<file path="src/rtl/ptl_rx_deser_if.sv">
// ptl_rx_deser_if -- receive-side bundle for the PTL deserializer.
//   din        : PTL receive bit, one sample per clk (1 = SFQ pulse seen)
//   dout       : head-of-buffer data word (zero when dout_valid=0)
//   dout_valid : dout holds a valid word
//   dout_ready : consumer accepts dout this cycle
//   locked     : deserializer is frame-aligned
//   perr_cnt   : saturating parity error count
//   ovf        : sticky word-dropped-on-full flag
// master = deserializer side, slave = line driver / word consumer side.
interface ptl_rx_deser_if #(
  parameter int WIDTH = 8
);
  logic             din;
  logic [WIDTH-1:0] dout;
  logic             dout_valid;
  logic             dout_ready;
  logic             locked;
  logic [7:0]       perr_cnt;
  logic             ovf;

  modport master (
    input  din, dout_ready,
    output dout, dout_valid, locked, perr_cnt, ovf
  );

  modport slave (
    output din, dout_ready,
    input  dout, dout_valid, locked, perr_cnt, ovf
  );
endinterface

</file>
<file path="src/rtl/ptl_rx_deser.sv">
// ptl_rx_deser -- PTL serial receive deserializer with frame sync hunt,
// LSB-first data capture, even-parity check and a 2-entry output FIFO.
//   clk : system clock, rising edge
//   rst : asynchronous active-high reset
//   bus : ptl_rx_deser_if.master (din, dout, dout_valid, dout_ready,
//         locked, perr_cnt, ovf)
//
// state  | meaning
// -------+-----------------------------------------------------------
// HUNT   | shifting din into the sync window, waiting for SYNC
// DATA   | capturing WIDTH data bits LSB-first
// PARITY | checking even parity; good word pushed, bad word -> HUNT
module ptl_rx_deser #(
  parameter int         WIDTH = 8,
  parameter logic [7:0] SYNC  = 8'hA5
) (
  input logic           clk,
  input logic           rst,
  ptl_rx_deser_if.master bus
);

  localparam int CNT_W = (WIDTH > 1) ? $clog2(WIDTH) : 1;
  localparam logic [CNT_W-1:0] CNT_LAST = CNT_W'(WIDTH - 1);

  typedef enum logic [1:0] {
    HUNT   = 2'd0,
    DATA   = 2'd1,
    PARITY = 2'd2
  } state_t;

  state_t           state_q, state_d;
  logic [7:0]       win_q, win_d;
  logic [CNT_W-1:0] cnt_q, cnt_d;
  logic [WIDTH-1:0] word_q, word_d;
  logic [7:0]       perr_q;
  logic             ovf_q;
  logic             push;
  logic             perr_inc;

  logic [WIDTH-1:0] buf0_q, buf1_q;
  logic [1:0]       fcnt_q;
  logic             pop;

  always_ff @(posedge clk or posedge rst) begin
    if (rst) begin
      state_q <= HUNT;
      win_q   <= '0;
      cnt_q   <= '0;
      word_q  <= '0;
    end else begin
      state_q <= state_d;
      win_q   <= win_d;
      cnt_q   <= cnt_d;
      word_q  <= word_d;
    end
  end

  always_comb begin
    state_d  = state_q;
    win_d    = win_q;
    cnt_d    = cnt_q;
    word_d   = word_q;
    push     = 1'b0;
    perr_inc = 1'b0;
    case (state_q)
      HUNT: begin
        win_d = {win_q[6:0], bus.din};
        if (win_d == SYNC) begin
          state_d = DATA;
          cnt_d   = '0;
        end
      end
      DATA: begin
        word_d[cnt_q] = bus.din;
        if (cnt_q == CNT_LAST) begin
          state_d = PARITY;
          cnt_d   = '0;
        end else begin
          cnt_d = cnt_q + CNT_W'(1);
        end
      end
      PARITY: begin
        // even parity: the parity bit equals the XOR of the data bits
        if (bus.din == ^word_q) begin
          push    = 1'b1;
          state_d = DATA;
        end else begin
          perr_inc = 1'b1;
          state_d  = HUNT;
          win_d    = '0;
        end
      end
      default: begin
        state_d = HUNT;
        win_d   = '0;
        cnt_d   = '0;
      end
    endcase
  end

  always_ff @(posedge clk or posedge rst) begin
    if (rst) begin
      perr_q <= '0;
    end else if (perr_inc && (perr_q != 8'hFF)) begin
      perr_q <= perr_q + 8'd1;
    end
  end

  // buf0 is always the head; buf1 only holds data when two words are queued
  assign pop = (fcnt_q != 2'd0) && bus.dout_ready;

  always_ff @(posedge clk or posedge rst) begin
    if (rst) begin
      buf0_q <= '0;
      buf1_q <= '0;
      fcnt_q <= '0;
      ovf_q  <= 1'b0;
    end else begin
      case ({push, pop})
        2'b11: begin
          if (fcnt_q == 2'd2) begin
            buf0_q <= buf1_q;
            buf1_q <= word_q;
          end else begin
            buf0_q <= word_q;
          end
        end
        2'b01: begin
          buf0_q <= buf1_q;
          fcnt_q <= fcnt_q - 2'd1;
        end
        2'b10: begin
          if (fcnt_q == 2'd0) begin
            buf0_q <= word_q;
            fcnt_q <= 2'd1;
          end else if (fcnt_q == 2'd1) begin
            buf1_q <= word_q;
            fcnt_q <= 2'd2;
          end else begin
            ovf_q <= 1'b1;
          end
        end
        default: ;
      endcase
    end
  end

  assign bus.dout_valid = (fcnt_q != 2'd0);
  assign bus.dout       = bus.dout_valid ? buf0_q : '0;
  assign bus.locked     = (state_q == DATA) || (state_q == PARITY);
  assign bus.perr_cnt   = perr_q;
  assign bus.ovf        = ovf_q;

endmodule

</file>
<file path="src/flat_wrapper.sv">
// flat-port wrapper written by rule: the top's interface ports become plain ports
module ptl_rx_deser_flat 
#(
  parameter int         WIDTH = 8,
  parameter logic [7:0] SYNC  = 8'hA5
)
  (clk, rst, bus_din, bus_dout_ready, bus_dout, bus_dout_valid, bus_locked, bus_perr_cnt, bus_ovf);
  ptl_rx_deser_if #(.WIDTH(WIDTH)) bus_i ();
  input logic clk;
  input logic rst;
  input wire logic [$bits(bus_i.din)-1:0] bus_din;
  input wire logic [$bits(bus_i.dout_ready)-1:0] bus_dout_ready;
  output wire logic [$bits(bus_i.dout)-1:0] bus_dout;
  output wire logic [$bits(bus_i.dout_valid)-1:0] bus_dout_valid;
  output wire logic [$bits(bus_i.locked)-1:0] bus_locked;
  output wire logic [$bits(bus_i.perr_cnt)-1:0] bus_perr_cnt;
  output wire logic [$bits(bus_i.ovf)-1:0] bus_ovf;
  assign bus_i.din = bus_din;
  assign bus_i.dout_ready = bus_dout_ready;
  assign bus_dout = bus_i.dout;
  assign bus_dout_valid = bus_i.dout_valid;
  assign bus_locked = bus_i.locked;
  assign bus_perr_cnt = bus_i.perr_cnt;
  assign bus_ovf = bus_i.ovf;
  ptl_rx_deser #(.WIDTH(WIDTH), .SYNC(SYNC)) u_core (.clk(clk), .rst(rst), .bus(bus_i));
endmodule
</file>
<file path="config.mk">
export PLATFORM = sky130hd
export DESIGN_NAME = ptl_rx_deser_flat
export DESIGN_NICKNAME = d
export VERILOG_FILES = /design/src/rtl/ptl_rx_deser_if.sv /design/src/rtl/ptl_rx_deser.sv /design/src/flat_wrapper.sv
export SDC_FILE = /design/constraint.sdc
export NUM_CORES = 1
export LEC_CHECK = 0
export CORE_MARGIN = 1.5
export CORE_UTILIZATION = 23
export DETAILED_ROUTE_END_ITERATION = 10
export PLACE_DENSITY = 0.37
export SYNTH_ARGS = -nofsm -noshare
export SYNTH_HDL_FRONTEND = slang
export SYNTH_SLANG_ARGS = --single-unit
</file>
<file path="constraint.sdc">
create_clock -name clk -period 8.2 [get_ports clk]
set_input_delay 0.82 -clock clk [delete_from_list [all_inputs] [get_ports clk]]
set_output_delay 0.82 -clock clk [all_outputs]
set_load 0.02 [all_outputs]
</file>
==> summary.md <==
| Metric | Value |
|---|---|
| Syn nets | 227 |
| Outcome | finished, final reports clean |
| Post-CTS Hold Fix Bufs | 0 |
| Flop2flop setup slack | 5.06 ns |
| Top Metal Used | met4 |
| Final nets | 248 |
| Number of DRC markers in iteration 0 | 55 |
| Non-filler instance count after layout | 371 |
| Multi-input logic area | 1292 um2 |
| Leakage | 1.339 nW |
| Vias in the first global route | 1628 |
| Number of CTS-inserted buffers | 5 |
| Drt total wl | 5006 um |
| Clock transition at path regs | 0.10 ns |
| Crit start category | input port |
| Die span in y | 108.1 um |
| Core Area | 10790 um2 |
| Gr ovfl total | 0 |
| Data required time of the worst path | 8.41 ns |
| Worst EP arrival | 4.16 ns |
| Min-Delay Startpoint | u_core.bus.ovf |
| Clock Sinks | 47 |
| Worst Hold Class | reg -> reg |
| Final hold vios | 0 |
| CTS Buffer Depth | 2 |
| HPWL after DPL | 3426 um |
| EDFF count, synth | 0 |
| Via count | 1560 |
| Syn_area_per_cell | 12.15 um2 |
| GRT Util Overall | 9.296% |
| Async set or reset register ratio after synthesis | 100.0% |
| Worst-Margin Slew | 1.021 ns |
| # rows | 38 |
| FF+latch count, synth | 47 |
| Post-CTS Repair Setup Buffers | 0 |
| Yosys top cell by area | dfrtp_1 |
| First-pass GRT wire length | 8362 um |
| Mapped Cells | 209 |
| Synth cell types | 40 |
| Syn-to-layout area delta | 18.62% |
| Root buffer cell | clkbuf_8 |
| Period minus WS final | 3.955 ns |
| I/O Pins | 23 |
| Starting density of the core | 23.53% |
| VDD IR max | 0.0001015 V |
| Share of cells above drive strength 1 | 18.61% |
| Most common flop cell mapped by yosys | dfrtp_1 |
| Setup Skew | 0.01081 ns |
| Top cells by count, synth | 47 x dfrtp_1, 18 x mux2_2, 15 x a22o_1 |
| Crit Path Class | in -> reg |
| R2R depth | 8 |
| Hold Crit Depth | 1 |
| Reg-to-Reg Start | u_core.word_q[1] |
| Drt wl/cell | 13.49 um |
| Slew headroom | 31.86% |
| # fillers | 1110 |
| Fin Setup TNS | 0 ns |
| Met3 routed WL | 146 um |
| Post-synthesis sequential area ratio | 46.31% |
| Max-slew violation count | 0 |
| Largest net degree at the start of global routing | 48 |
| DR vias/cell | 4.205 |
| Share of the synthesized area in the top cell type | 46.31% |
| RePlAce Congestion | 0.7017 |
| N_diodes | 0 |
| Met2 routed wirelength | 2243 um |
| CP Capture Type | flop |
| Synth area leaders | dfrtp_1 46%, mux2_2 8.0%, ha_1 6.9% |
| Total placed cells including tap cells | 363 |
| DRC | 0 |
| Port buffer count | 22 |
| Antenna Nets Post-Route | 0 |
| DRT met1 WL | 2540 um |
| Cell Area, Synth | 2540 um2 |
| H-tree Lvls | 2 |
| Period Utilization, post-route | 48.23% |
| Fmax | 252.9 MHz |
| Detailed Routing Iterations Pass 1 | 4 |
| CTS tree | done |
| CP Max Fanout | 11 |
| Yosys warning count | 0 |
| Antenna violations before repair | 0 |
| Setup-failing EPs final | 0 |
| Min-Delay Endpoint | u_core.bus.ovf |
| Clock Latency Late Sink | 0.31 ns |
| Sequential cell area | 1176 um2 |
| Power density cells | 378.2 nW/um2 |
| Endpoint of the worst-slack reg-to-reg timing path | u_core.buf0_q[4] |
| Full die area | 11680 um2 |
| Post_cts resized | 0 |
| RSZ-0062 raised after global routing | no |
| Die width | 108.1 um |
| Max Cap Viol | 0 |
| Cell with the most instances after synthesis | dfrtp_1 |
[per-stage QoR]
step	util [%]	hold slack [ns]	cell area (um2)	setup WS (ns)	total power, mW
after global placement	26.85	0.4463	2898	3.965	0.9709
after floorplan	-	0.4671	2540	4.911	0.8222
final	27.92	0.4697	3013	4.245	1.139
after detailed placement	26.85	0.4597	2898	3.886	0.9697
after CTS	27.92	0.4802	3013	4.214	1.160
after global routing	27.92	0.5076	3013	4.010	1.222
[flip-flops by register name (all words and copies together), names as in the netlist]
register,cells
u_core.fcnt_q,2
u_core.buf0_q,8
u_core.buf1_q,8
u_core.cnt_q,3
u_core.state_q,2
u_core.bus.perr_cnt,8
u_core.win_q,7
u_core.word_q,8
u_core.bus.ovf,1
[cells by family after synthesis]
group | Yosys count | synth area share [%]
DFF | 47 | 46.31
buffers and inverters | 17 | 2.808
and+or+nand+nor | 52 | 11.33
muxes | 32 | 15.76
xor gates and xnor gates | 14 | 6.847
adders and majority gates | 14 | 6.897
AOI/OAI and AO/OA | 33 | 10.05
[routing by layer]
metal	vias to the layer above	track usage, %
met5	-	0
met4	0	3.102
met3	5	2.291
met2	24	14.65
met1	748	12.45
li1	783	-
[cell type report]
| type | count | share of cell area (%) |
|---|---|---|
| clock inverters | 3 | 1.537 |
| multi-input cells | 145 | 42.90 |
| well taps | 140 | 5.814 |
| repair buffers | 22 | 7.309 |
| flip-flops and latches | 47 | 39.04 |
| clock buffers | 5 | 2.284 |
| inverters | 9 | 1.121 |
[critical path: stages]
cell and delay (ns):
clkdlybuf4s50_1 0.71, xor2_1 0.19, xnor3_2 0.53, mux2i_2 0.44, inv_1 0.09, ha_1 0.39
mux2_1 0.46, a22o_1 0.27, mux2_4 0.25
[worst max-delay path by stage]
stage	startpoint	end	depth (start not counted)
6_report	bus_din	u_core.buf0_q[4]	9
5_1_grt	bus_din	u_core.buf0_q[1]	9
4_1_cts	bus_din	u_core.buf0_q[1]	9
3_5_place_dp	bus_din	u_core.buf0_q[4]	9
3_3_place_gp	bus_din	u_core.buf0_q[0]	9
2_1_floorplan	bus_din	u_core.buf0_q[0]	8
[power by group]
group	switching, mW	total [mW]	internal [mW]
Clock	0.0901	0.182	0.0920
Sequential	0.0756	0.382	0.307
Combinational	0.272	0.575	0.303
[cells in the final DEF (no fill, tap or decap), types with 2 or more instances in the layout]
cell             netlist  layout
nand4b_1               4       4
nand4_1                4       4
o211ai_1               2       2
a21oi_1                7       7
xnor2_1                8       8
nor2_1                11      11
mux2i_1                3       3
dfrtp_1               47      47
mux2_2                18      18
o21ai_0                3       3
ha_1                  14      14
nand3_1                3       3
nor2b_1               10      10
a22o_1                15      15
nand2b_1               2       2
nor3b_1                2       2
clkbuf_8               0       5
mux2_4                 8       8
clkdlybuf4s50_1        0      22
nand2_1               11      11
inv_1                  9       8
xor2_1                 2       2
(Power assumes the default switching activity.)
==> RTL change 1 (same flow settings) <==
`WIDTH` is set to 8 in 3 places; all go to 4.
--- a/src/rtl/ptl_rx_deser_if.sv
+++ b/src/rtl/ptl_rx_deser_if.sv
@@ -8,7 +8,7 @@
 //   ovf        : sticky word-dropped-on-full flag
 // master = deserializer side, slave = line driver / word consumer side.
 interface ptl_rx_deser_if #(
-  parameter int WIDTH = 8
+  parameter int WIDTH = 4
 );
   logic             din;
   logic [WIDTH-1:0] dout;
--- a/src/rtl/ptl_rx_deser.sv
+++ b/src/rtl/ptl_rx_deser.sv
@@ -11,7 +11,7 @@
 // DATA   | capturing WIDTH data bits LSB-first
 // PARITY | checking even parity; good word pushed, bad word -> HUNT
 module ptl_rx_deser #(
-  parameter int         WIDTH = 8,
+  parameter int         WIDTH = 4,
   parameter logic [7:0] SYNC  = 8'hA5
 ) (
   input logic           clk,
--- a/src/flat_wrapper.sv
+++ b/src/flat_wrapper.sv
@@ -1,7 +1,7 @@
 // flat-port wrapper written by rule: the top's interface ports become plain ports
 module ptl_rx_deser_flat 
 #(
-  parameter int         WIDTH = 8,
+  parameter int         WIDTH = 4,
   parameter logic [7:0] SYNC  = 8'hA5
 )
   (clk, rst, bus_din, bus_dout_ready, bus_dout, bus_dout_valid, bus_locked, bus_perr_cnt, bus_ovf);
Interface: changed (resized bus_dout); port bits go from 23 to 19. The function was not compared with the original's and may differ.
==> RTL change 1 against the original RTL <==
Sequential power decreased by 26%. Die area shrank 25%. Worst setup slack better by 0.51 ns. Final area down 24%. Final cell count shrank 20%. Via count fell by 21%. Area after synthesis shrank 26%. Global-route usage grew 0.27 points. Wire length shrank 25%. Total power down 25%. First-iteration DRC count up 24%. Sequential cell count fell by 13.
==> RTL change 1: results (changes against the original RTL) <==
Outcome
  • Outcome: completed

Power and ir drop
  • Comb power frac: 52.0% (+1.6 points)
  • Peak VDD IR: 158 uV (+56%)
  • P_leak: 1.05 nW (-21%)

Placed design
  • Final GP Congestion: 0.742 (+5.7%)
  • DP Area: 2190 um^2 (-24%)
  • IO buf count: 18 (-18%)

Finish
  • Share of layout cells above drive strength 1: 9.84% (-8.8 points)
  • Fillers: 848 (-24%)
  • Final nets: 212 (-15%)

Route
  • DR iter-0 viols: 68 (+24%)
  • Post-Route WL: 3750 um (-25%)

Global routing
  • Vias in the first global route: 1,330 (-18%)
  • Tot GR Track Use: 9.56% (+0.27 points)
  • First-pass GRT wire length: 6470 um (-23%)
  • Largest net degree at the start of global routing: 35 (-27%)

Yosys
  • Synth top cells by count: 34 x dfrtp_1, 17 x nand2_1, 16 x ha_1
  • Mux cell area share after synthesis: 14.4% (-1.4 points)
  • Ranking of synthesized cells by area: dfrtp_1 45%, ha_1 11%, mux2_1 7.2%
  • Synth Area in XOR/XNOR: 5.36% (-1.5 points)
  • Synth Area in Adders: 10.6% (+3.7 points)
  • Sequential fraction of the synthesis area: 45.0% (-1.3 points)
  • Mapped Nets: 188 (-17%)
  • Post-synthesis compound-gate area fraction: 7.62% (-2.4 points)

Timing
  • Slew @ Worst Pin: 0.446 ns (-0.574 ns)
  • Skew final: 0.00662 ns (-0.00419 ns)

Critical path
  • Worst reg-to-reg setup slack: 5.48 ns (+0.42 ns)
  • Critical path's top delay family: buffers and inverters
  • Slowest stage delay, CP: 0.62 ns (-0.09 ns)
  • FF-to-FF Start: u_core.word_q[3]

CTS
  • Worst-Skew Late Latency: 0.28 ns (-0.03 ns)
  • Clock Pin Slew Worst Setup and Hold Paths: 0.07 ns (-0.03 ns)
-- RTL change 1: stage by stage --
step	hold WS (ns)	std cells	utilization (%)	setup WS [ns]
after floorplan	0.450	168	-	5.27
final	0.460	295	29.1	4.76
after CTS	0.473	295	29.1	4.79
after global placement	0.449	287	27.9	4.57
after global routing	0.493	295	29.1	4.64
after detailed placement	0.460	287	27.9	4.49
-- RTL change 1: metal layers --
metal  GRT usage [%]  vias to the layer above  wire length [um]
li1                -                      616                 -
met1            13.0                      589              1910
met2            14.4                       24              1640
met3            2.52                        9               145
met4            3.73                        0                59
met5               0                        -                 0
-- RTL change 1: cell type report --
type / instances / share of cell area [%]
Clock buffer: 7 / 3.78
Clock inverter: 1 / 0.219
Inverter: 17 / 2.79
Multi-Input combinational cell: 114 / 41.8
Sequential cell: 34 / 37.2
Tap cell: 102 / 5.59
Timing Repair Buffer: 20 / 8.54
==> RTL change 2 (config.mk and constraints unchanged) <==
Without the edit above. Re-encode `state_t` (3 states) as one-hot, 3 bits wide.
--- a/src/rtl/ptl_rx_deser.sv
+++ b/src/rtl/ptl_rx_deser.sv
@@ -22,10 +22,10 @@
   localparam int CNT_W = (WIDTH > 1) ? $clog2(WIDTH) : 1;
   localparam logic [CNT_W-1:0] CNT_LAST = CNT_W'(WIDTH - 1);
 
-  typedef enum logic [1:0] {
-    HUNT   = 2'd0,
-    DATA   = 2'd1,
-    PARITY = 2'd2
+  typedef enum logic [2:0] {
+    HUNT   = 3'b001,
+    DATA   = 3'b010,
+    PARITY = 3'b100
   } state_t;
 
   state_t           state_q, state_d;
Behaviour: same outputs for any inputs over 10 cycles, from zero or initial values and one cycle with rst high; not proved beyond that.
==> RTL change 2 against the original RTL <==
Worst setup slack got worse by 0.43 ns. Area after synthesis down 0.94%. Via count rose by 3.8%. Wire length up 1.8%. Synthesized cell count rose by 0.48%. Sequential share of layout area rose by 0.54 points. Maximum frequency shrank 9.9%. Highest routed layer unchanged. Sequential cell count up 1. Largest cell class unchanged. Final area grew 0.83%. Global-route usage increased by 0.39 points.
Power is not compared: it rests on default switching activity, and its combinational part moved more than twofold at a synthesized area within 25%.
==> RTL change 2: results (changes against the original RTL) <==
Route
  • Met2 WL: 2260 um (+0.94%)
  • Post-Route WL: 5100 um (+1.8%)
  • Metal3 WL: 142 um (-2.7%)
  • DR iter-0 viols: 42 (-24%)
  • Total number of vias: 1,620 (+3.8%)
  • M1 WL: 2650 um (+4.2%)
  • WL/cell: 13.6 um (+0.44%)
  • TritonRoute pass-1 iters: 3 (-1)

Global routing
  • Tot GR Track Use: 9.69% (+0.39 points)
  • Met3 Use GR: 2.24% (-0.051 points)
  • GR Util met2: 14.4% (-0.27 points)
  • Vias in the first global route: 1,658 (+1.8%)
  • Global routing usage on met1: 13.8% (+1.4 points)
  • First-pass GRT wire length: 8650 um (+3.5%)
  • Largest net degree at the start of global routing: 49 (+2.1%)

Finish
  • Final nets: 249 (+0.40%)
  • Share of layout cells above drive strength 1: 18.2% (-0.39 points)
  • Fillers: 1,173 (+5.7%)

Critical path
  • RR Endpoint: u_core.buf0_q[0]
  • FF-to-FF path depth: 9 (+1)
  • CP Max Fanout: 12 (+1)
  • Crit path DAT: 4.58 ns (+0.42 ns)
  • Worst reg-to-reg setup slack: 4.56 ns (-0.50 ns)
  • CP Capture Type: flop
  • Slowest stage delay, CP: 0.70 ns
  • Critical path's top delay family: XOR/XNOR gates
  • FF-to-FF Start: u_core.word_q[6]

Yosys
  • Sequential fraction of the synthesis area: 47.8% (+1.5 points)
  • Mapped Nets: 224 (-1.3%)
  • Cell variety after synth: 38 (-5.0%)
  • Mux cell area share after synthesis: 14.2% (-1.6 points)
  • Post-synthesis compound-gate area fraction: 12.2% (+2.1 points)
  • Synth Area in Adders: 4.97% (-1.9 points)
  • Synth Area in XOR/XNOR: 6.91% (+0.065 points)
  • Ranking of synthesized cells by area: dfrtp_1 47%, mux2_2 12%, ha_1 5.0%
  • Post-Syn Instances: 210 (+0.48%)

Placed design
  • DP Area: 2900 um^2 (about the same)
  • Placement Setup Slack: 3.45 ns (-0.431 ns)
  • Placed insts: 368 (+1.4%)
  • Final GP Congestion: 0.694 (-1.1%)
  • HPWL Detailed: 3560 um (+3.8%)
  • IO buf count: 22 (unchanged)

Min path
  • Hold Path Class: flop to flop

CTS
  • Clock Pin Slew Worst Setup and Hold Paths: 0.10 ns (about the same)
  • Root buffer selected by CTS: clkbuf_8
  • TritonCTS Buffers: 5 (unchanged)

Timing
  • Slew headroom: 46.3% (+14 points)
  • Final hold slack: 0.467 ns (-0.00317 ns)

Outcome
  • Outcome: completed

Power and ir drop
  • Psw: 0.000251 W
-- RTL change 2: final cells by class --
class	instances	area (um^2)	area share [%]
Clock buffer	5	68.8	2.27
Clock inverter	3	68.8	2.27
Inverter	7	26.3	0.865
Multi-Input combinational cell	150	1270	41.8
Sequential cell	48	1200	39.6
Tap cell	140	175	5.77
Timing Repair Buffer	23	228	7.50
-- RTL change 2: worst reg2reg max path, cell delays in order, from the launching register on --
cell	delay, ns
dfrtp_1	0.43
xnor2_1	0.28
xnor3_2	0.45
xnor2_2	0.20
nor2_1	0.64
inv_1	0.11
ha_1	0.41
mux2_1	0.48
a22o_1	0.28
mux2_2	0.26
-- RTL change 2: logic make-up (layout without fill, tap and decap cells) --
group | count (synthesis) | in the layout
fa+ha+maj | 10 | 10
simple gates | 57 | 57
flops | 48 | 48
xor+xnor | 14 | 14
buf+inv | 12 | 38
mux | 31 | 31
compound gates | 38 | 38
-- RTL change 2: how the worst max path moves through the flow --
stage	slack, ns	cells after the start	end	startpoint
after global placement	3.47	10	u_core.buf0_q[0]	bus_din
after CTS	3.77	10	u_core.buf0_q[0]	bus_din
after floorplan	4.62	9	u_core.buf0_q[0]	bus_din
final	3.81	10	u_core.buf0_q[0]	bus_din
after detailed placement	3.45	10	u_core.buf0_q[0]	bus_din
after global routing	3.52	10	u_core.buf0_q[0]	bus_din
-- RTL change 2: power groups by stage --
stage               Clock, W  Combinational, W  Sequential (W)
finish              0.000208          0.000270        0.000314
global route        0.000227          0.000296        0.000323
CTS                 0.000219          0.000277        0.000315
detailed placement         0          0.000276        0.000320
global placement           0          0.000276        0.000320
floorplan                  0          0.000185        0.000318
